**src/rtl/pwm_ramp_ctrl.sv**
```systemverilog
// PWM duty-cycle sequencer: accepts duty targets over valid/ready, ramps the timer
// compare value in bounded steps at period boundaries, and performs a soft stop.
module pwm_ramp_ctrl #(
  parameter int DW = 8
) (
  input  logic          CLK,
  input  logic          RST,
  input  logic          cmd_valid,
  output logic          cmd_ready,
  input  logic [DW-1:0] cmd_duty,
  input  logic [DW-1:0] cmd_step,
  input  logic          stop,
  input  logic          period_end,
  output logic [DW-1:0] duty_o,
  output logic          pwm_en_o,
  output logic          busy,
  output logic          done
);

  typedef enum logic [1:0] {
    S_IDLE = 2'd0,
    S_RAMP = 2'd1,
    S_STOP = 2'd2
  } state_t;

  state_t        r_state;
  state_t        w_state_nxt;
  logic [DW-1:0] r_tgt;
  logic [DW-1:0] r_stp;
  logic [DW-1:0] r_duty;
  logic          r_en;
  logic          r_done;
  // Set once a soft stop has completed while stop is still held; blocks re-entry.
  logic          r_stopped;

  logic [DW-1:0] w_tgt_nxt;
  logic [DW-1:0] w_stp_nxt;
  logic [DW-1:0] w_duty_nxt;
  logic          w_en_nxt;
  logic          w_done_nxt;
  logic          w_stopped_nxt;
  logic          w_cmd_ready;
  logic [DW-1:0] w_step_val;
  logic          w_step_last;

  function automatic logic [DW:0] f_abs_diff(input logic [DW-1:0] a, input logic [DW-1:0] b);
    logic signed [DW:0] v;
    v = $signed({1'b0, a}) - $signed({1'b0, b});
    return (v < 0) ? $unsigned(-v) : $unsigned(v);
  endfunction

  // True when the next step lands exactly on the target (jump mode or within one step).
  function automatic logic f_last(input logic [DW-1:0] duty, input logic [DW-1:0] tgt,
                                  input logic [DW-1:0] stp);
    return (stp == '0) || (f_abs_diff(tgt, duty) <= {1'b0, stp});
  endfunction

  // Clamping to the target here is what keeps the result from wrapping past 0 or full scale.
  function automatic logic [DW-1:0] f_step(input logic [DW-1:0] duty, input logic [DW-1:0] tgt,
                                           input logic [DW-1:0] stp);
    logic [DW:0] sum;
    sum = '0;
    if (f_last(duty, tgt, stp)) begin
      return tgt;
    end
    if (tgt > duty) begin
      sum = {1'b0, duty} + {1'b0, stp};
    end else begin
      sum = {1'b0, duty} - {1'b0, stp};
    end
    return sum[DW-1:0];
  endfunction

  assign w_step_val  = f_step(r_duty, r_tgt, r_stp);
  assign w_step_last = f_last(r_duty, r_tgt, r_stp);

  always_ff @(posedge CLK or posedge RST) begin
    if (RST) begin
      r_state <= S_IDLE;
    end else begin
      r_state <= w_state_nxt;
    end
  end

  always_comb begin
    w_state_nxt   = r_state;
    w_tgt_nxt     = r_tgt;
    w_stp_nxt     = r_stp;
    w_duty_nxt    = r_duty;
    w_en_nxt      = r_en;
    w_done_nxt    = 1'b0;
    w_stopped_nxt = r_stopped & stop;
    w_cmd_ready   = 1'b0;

    unique case (r_state)
      S_IDLE: begin
        w_cmd_ready = ~stop;
        if (stop) begin
          if (!r_stopped) begin
            w_tgt_nxt   = '0;
            w_state_nxt = S_STOP;
          end
        end else if (cmd_valid) begin
          w_tgt_nxt = cmd_duty;
          w_stp_nxt = cmd_step;
          w_en_nxt  = 1'b1;
          if (cmd_duty == r_duty) begin
            w_done_nxt = 1'b1;
          end else begin
            w_state_nxt = S_RAMP;
          end
        end
      end

      S_RAMP: begin
        if (stop) begin
          w_tgt_nxt   = '0;
          w_state_nxt = S_STOP;
        end else if (period_end) begin
          w_duty_nxt = w_step_val;
          if (w_step_last) begin
            w_done_nxt  = 1'b1;
            w_state_nxt = S_IDLE;
          end
        end
      end

      S_STOP: begin
        if ((r_duty == '0) || (period_end && w_step_last)) begin
          w_duty_nxt    = '0;
          w_en_nxt      = 1'b0;
          w_done_nxt    = 1'b1;
          w_stopped_nxt = stop;
          w_state_nxt   = S_IDLE;
        end else if (period_end) begin
          w_duty_nxt = w_step_val;
        end
      end

      default: begin
        w_state_nxt = S_IDLE;
      end
    endcase
  end

  always_ff @(posedge CLK or posedge RST) begin
    if (RST) begin
      r_tgt     <= '0;
      r_stp     <= '0;
      r_duty    <= '0;
      r_en      <= 1'b0;
      r_done    <= 1'b0;
      r_stopped <= 1'b0;
    end else begin
      r_tgt     <= w_tgt_nxt;
      r_stp     <= w_stp_nxt;
      r_duty    <= w_duty_nxt;
      r_en      <= w_en_nxt;
      r_done    <= w_done_nxt;
      r_stopped <= w_stopped_nxt;
    end
  end

  assign cmd_ready = w_cmd_ready;
  assign duty_o    = r_duty;
  assign pwm_en_o  = r_en;
  assign done      = r_done;
  assign busy      = (r_state != S_IDLE);

endmodule

```
**config.mk**
```make
export PLATFORM = sky130hd
export DESIGN_NAME = pwm_ramp_ctrl
export DESIGN_NICKNAME = d
export VERILOG_FILES = /design/src/rtl/pwm_ramp_ctrl.sv
export SDC_FILE = /design/constraint.sdc
export NUM_CORES = 1
export LEC_CHECK = 0
export BUFFER_PORTS_ARGS = -buffer_cell sky130_fd_sc_hd__buf_4
export CORE_ASPECT_RATIO = 0.8
export CORE_MARGIN = 8
export CORE_UTILIZATION = 30
export DETAILED_ROUTE_END_ITERATION = 10
export GPL_ROUTABILITY_DRIVEN = 0
export PLACE_DENSITY = 0.56
export SYNTH_ARGS = -nofsm -noshare
export SYNTH_HDL_FRONTEND = slang
export SYNTH_SLANG_ARGS = --single-unit
```
**constraint.sdc**
```tcl
create_clock -name CLK -period 4.4 [get_ports CLK]
set_clock_uncertainty 0.05 [all_clocks]
set_input_delay 0.44 -clock CLK [delete_from_list [all_inputs] [get_ports CLK]]
set_output_delay 0.44 -clock CLK [all_outputs]
set_load 0.03 [all_outputs]
```
==> flow_summary.ini, run 1 <==
[synthesis]
syn_avg_cell_area_um2 = 8.04
synth_ff_type = dfrtp_1
syn_nets = 392
synth-edff-count = 0
postSynthCellCount = 344
yosys.cell_types.count = 53
ys_seq_elements = 29
yosysSeqAreaShare_pct = 26.2
synthArstFlopShare_pct = 100
netlist_area_um2 = 2770
ys_warn_count = 0

[sta]
whs_ps = 192
min_period_over_period_pct = 94.1
slew_violations = 0
fin_crit_ps = 4140
fmax_mhz = 241
worstMarginPinSlew_ps = 1060
setup_viol = 0
relSlewSlack_pct = 29.1
hold_viol_final = 0

[critical_path]
cp.arrival_ps = 4300
critPathLaunchType = flop
rr_worst_depth = 16
cp_slowest_cell = ha_2
cp-end-kind = flop
cp-endpoint = duty_o[3]
r2r-start = r_tgt[6]
rr_endpoint = duty_o[3]
crit_required_ps = 4550
crit_start = r_tgt[6]
worst_path_largest_cell_delay_ps = 450
r2r_slack_ps = 260
path_max_fanout = 11
worstSetupPathType = reg2reg
cp_cell_sequence = ha_2 > and3b_1 > a2111oi_1 > nand3b_1 > a21oi_4 > a31oi_1 > xnor2_1 > ha_1 > nand2_1 > nor2_1 > and4_1 > a211oi_4 > a31oi_4 > o31ai_4 > nand2_2 > o21ai_1

[floorplan]
die-area_um2 = 12600
die_x_um = 123
io_pins = 33
row_count = 31
core_area_um2 = 9000
die_y_um = 102
start_util_pct = 30.7

[cells_and_area]
final_area_um2 = 3430
syn_to_final_growth_pct = 24.0
fin_nets = 437
layout-drive-gt1-share_pct = 19.2
layout.cells.non_filler = 505
final_common_cell = buf_4
final_cell_mix = buf_4, nand2_1, inv_1
antenna_cells = 0

[drt]
via_per_inst = 5.06
wirelength_um = 8260
ant_nets = 0
vias = 2554
routedWlPerCell_um = 16.4
first_pass_iters = 4
drtIter0Drc = 166
drc = 0

[global_routing]
antenna_found_initial = 0
grt.total_usage_pct = 13.1
grt-ovfl-total = 0
grt_max_degree = 30
grt_pass1_vias = 2486
grt_pass1_wl_um = 13000

[clock_tree]
cts_buffers = 5
clkLatencyLatePin_ps = 280
cts_max_level = 2
clock-sinks = 29
cts_hold_buffers = 0
tritoncts = yes
clock_path_buffers = 2
cts.clk_slew.worst_paths_ps = 50
cts_root_buf = clkbuf_16

[placement]
hpwlAfterDp_um = 6390
io_buffers = 32
dpl-instance-area_um2 = 3210
dp.cells = 496

[run]
cap_violations = 0

[min_path]
hold_class = in2async

[status]
status = finished clean
==> synthesized netlist by cell type, types with 2 or more instances <==
library cell | count | area (µm²)
ha_1 | 25 | 313
o21ai_0 | 30 | 150
dfrtp_1 | 29 | 726
and3b_1 | 2 | 17.5
o21ai_1 | 6 | 30.0
o21bai_1 | 3 | 22.5
xnor2_1 | 19 | 166
nor2b_1 | 5 | 31.3
a32o_1 | 2 | 20.0
or2_2 | 2 | 12.5
a31oi_1 | 3 | 18.8
xor2_1 | 9 | 78.8
a21oi_1 | 23 | 115
nand3b_1 | 3 | 22.5
nand2b_1 | 3 | 18.8
nand3_1 | 12 | 60.1
buf_6 | 3 | 33.8
a21o_1 | 5 | 37.5
inv_1 | 32 | 120
nand2_1 | 37 | 139
a221oi_1 | 2 | 17.5
nor3_1 | 9 | 45.0
nor2_1 | 25 | 93.8
mux2i_1 | 3 | 30.0
and2_1 | 4 | 25.0
a211oi_1 | 4 | 30.0
buf_2 | 4 | 20.0
clkbuf_1 | 5 | 18.8
fa_1 | 2 | 40.0
nand2_2 | 2 | 12.5
o31ai_1 | 3 | 22.5
and4_1 | 2 | 17.5
nand4_1 | 6 | 37.5
==> sequential cells by signal (all words and copies together) (netlist names) <==
| register | count |
|---|---|
| duty_o | 8 |
| r_stp | 8 |
| r_stopped | 1 |
| pwm_en_o | 1 |
| r_state | 2 |
| r_tgt | 8 |
| done | 1 |
==> cell type report <==
cell class / count / area (µm²)
Clock buffer: 7 / 143
Clock inverter: 1 / 30.0
Fill cell: 960 / 5570
Inverter: 32 / 120
Multi-Input combinational cell: 271 / 1890
Sequential cell: 29 / 726
Tap cell: 115 / 144
Timing Repair Buffer: 50 / 375
==> through the flow <==
stage | setup WS (ps) | utilization, % | TNS, ps
5_1_grt | -52.7 | 38.1 | -122
3_5_place_dp | 325 | 35.6 | 0
3_3_place_gp | 327 | 35.6 | 0
6_report | 258 | 38.1 | 0
2_1_floorplan | 361 | - | 0
4_1_cts | 266 | 37.6 | 0
==> worst min path at each step <==
| stage | end | cells after the start | startpoint |
|---|---|---|---|
| 4_1_cts | duty_o[3] | 3 | RST |
| 3_5_place_dp | pwm_en_o | 2 | pwm_en_o |
| 5_1_grt | r_state[0] | 3 | RST |
| 3_3_place_gp | pwm_en_o | 2 | pwm_en_o |
| 2_1_floorplan | r_stopped | 2 | r_stopped |
| 6_report | pwm_en_o | 3 | RST |
==> layer usage <==
layer | up-vias | GRT usage [%] | wire length (µm)
met4 | 0 | 2.77 | 75
met1 | 1205 | 19.4 | 4160
met2 | 45 | 19.5 | 3670
met3 | 7 | 2.15 | 356
li1 | 1297 | - | -
met5 | - | 0 | 0
==> critical path, delay by kind of cell (launching register included) <==
| kind | cells | cell delay [ps] |
|---|---|---|
| AO/OA/AOI/OAI | 7 | 1700 |
| AND/OR/NAND/NOR | 6 | 960 |
| adder cells (fa/ha/maj) | 2 | 780 |
| flip-flops | 1 | 430 |
| XOR/XNOR | 1 | 150 |
==> kinds of logic (layout without fill, tap and decap cells) <==
family | Yosys count | in the layout | synth area share, %
XOR/XNOR | 28 | 28 | 8.87
multiplexers | 4 | 4 | 1.49
flip-flops | 29 | 29 | 26.2
adder cells (fa/ha/maj) | 27 | 27 | 12.8
buffers and inverters | 45 | 90 | 7.15
AO/OA/AOI/OAI | 93 | 94 | 21.8
AND/OR/NAND/NOR | 118 | 118 | 21.7
==> timing repair <==
action,in CTS,in global routing
resized for setup,0,7
setup buffers,0,0
setup endpoints to repair,0,7
Power of run 1 is left out: the tool's default activity adds up to more than one toggle a clock period on the data nets, which glitch-free logic cannot reach.
==> run 2, diff against run 1 <==
SETUP_SLACK_MARGIN = 0.3   (was unset)
==> run 2 against run 1 <==
Against the previous run:
- setup slack gained 240 ps
- highest routed layer unchanged
- worst hold slack gained 3.9 ps
- count of clock-buffer cells in the layout is the same
- die area is the same
- flip-flop and latch count is the same
==> flow_summary.ini, run 2 (synthesis results as in run 1) <==
[clock_tree]
cts_hold_buffers = 0
cts_max_level = 2
cts_root_buf = clkbuf_16
tritoncts = yes
clkLatencyLatePin_ps = 270
cts.clk_slew.worst_paths_ps = 50
cts_buffers = 5
clock_path_buffers = 2
clock-sinks = 29

[sta]
worstMarginPinSlew_ps = 1040
hold_viol_final = 0
relSlewSlack_pct = 30.7
slew_violations = 0
fin_crit_ps = 3900
finalSetupTns_ps = 0
setup_viol = 0
min_period_over_period_pct = 88.6
fmax_mhz = 257
rsz0062_at_grt = false

[critical_path]
cp_cell_sequence = inv_1 > ha_4 > and3b_1 > a2111oi_2 > nand3b_1 > a21oi_2 > a31oi_2 > xnor2_1 > ha_1 > nand2_1 > nor2_1 > a221oi_2 > a211oi_2 > a31oi_4 > buf_12 > o31ai_4 > nand2_2 > o21ai_1
rr_worst_depth = 18
r2r_slack_ps = 500
crit_required_ps = 4550
r2r-start = duty_o[5]
cp_top_family = compound AO/OA/AOI/OAI gates
path_max_fanout = 12
cp-end-kind = flop
path_buf_inv = 2
critPathLaunchType = flop
cp.arrival_ps = 4050
rr_endpoint = duty_o[3]
worstSetupPathType = reg2reg
worst_path_largest_cell_delay_ps = 390
cp_slowest_cell = dfrtp_1
cp-endpoint = duty_o[3]
crit_start = duty_o[5]
cp.depth = 18

[drt]
vias = 2637
wirelength_um = 8330
drtIter0Drc = 146
first_pass_iters = 4
drc = 0
routedWlPerCell_um = 16.4
via_per_inst = 5.19
ant_nets = 0

[floorplan]
die_y_um = 102
io_pins = 33
core_area_um2 = 9000
die_x_um = 123
row_count = 31
start_util_pct = 30.7
die-area_um2 = 12600

[global_routing]
grt_max_degree = 30
grt.total_usage_pct = 13.4
grt_pass1_wl_um = 13200
grt-ovfl-total = 0
antenna_found_initial = 0
grt_pass1_vias = 2528

[cells_and_area]
final_common_cell = buf_4
fin_nets = 440
antenna_cells = 0
final_cell_mix = buf_4, nand2_1, inv_1
num-fill-cells = 949
layout-drive-gt1-share_pct = 23.7
syn_to_final_growth_pct = 28.0

[placement]
io_buffers = 32
hpwlAfterDp_um = 6390

[run]
cap_violations = 0

[status]
status = finished clean

[min_path]
hold_class = in2async
-- run 2: changes by cell type in the layout (fill, tap and decap cells not counted), moves of 2 or more --
cell	delta
ha_1	-2
o21ai_0	-2
ha_4	+2
buf_4	+3
a211oi_2	+2
a21oi_2	+2
-- run 2: routing by layer --
| layer | wire length (µm) | GRT usage, % | vias to the layer above |
|---|---|---|---|
| li1 | - | - | 1298 |
| met1 | 4090 | 19.4 | 1259 |
| met2 | 3710 | 20.0 | 72 |
| met3 | 444 | 2.48 | 8 |
| met4 | 79 | 3.05 | 0 |
| met5 | 0 | 0 | - |
-- run 2: worst min-delay path, stage by stage --
cell and delay (ps):
buf_4 110, inv_1 40, buf_4 350
-- run 2: timing repair --
item	CTS	global route
hold endpoints to repair	0	0
pin swaps	0	10
setup buffers	1	3
resized for setup	1	24
endpoints found under the setup margin	6	13
-- run 2: how the worst min path moves through the flow --
stage,endpoint,slack [ps],depth (start not counted)
floorplan,r_stopped,450,2
global placement,pwm_en_o,480,2
detailed placement,pwm_en_o,490,2
CTS,duty_o[3],220,3
global route,r_state[0],250,3
finish,pwm_en_o,200,3
-- run 2: through the flow --
| stage | std cells | utilization (%) | hold WS, ps | instance area, µm² | worst slack (ps) |
|---|---|---|---|---|---|
| final | 508 | 39.3 | 196 | 3540 | 502 |
| after global placement | 496 | 35.6 | 480 | 3210 | 327 |
| after CTS | 505 | 37.8 | 215 | 3400 | 325 |
| after floorplan | 344 | - | 452 | 2770 | 361 |
| after detailed placement | 496 | 35.6 | 486 | 3210 | 325 |
| after global routing | 508 | 39.3 | 251 | 3540 | 305 |
-- run 2: layout make-up --
type | count | area (µm²) | share of cell area [%]
Tap cell | 115 | 144 | 4.07
Sequential cell | 29 | 726 | 20.5
Timing Repair Buffer | 54 | 418 | 11.8
Multi-Input combinational cell | 270 | 1960 | 55.4
Inverter | 32 | 120 | 3.39
Clock buffer | 7 | 143 | 4.03
Clock inverter | 1 | 30.0 | 0.848
Power of run 2 is left out for the same reason.
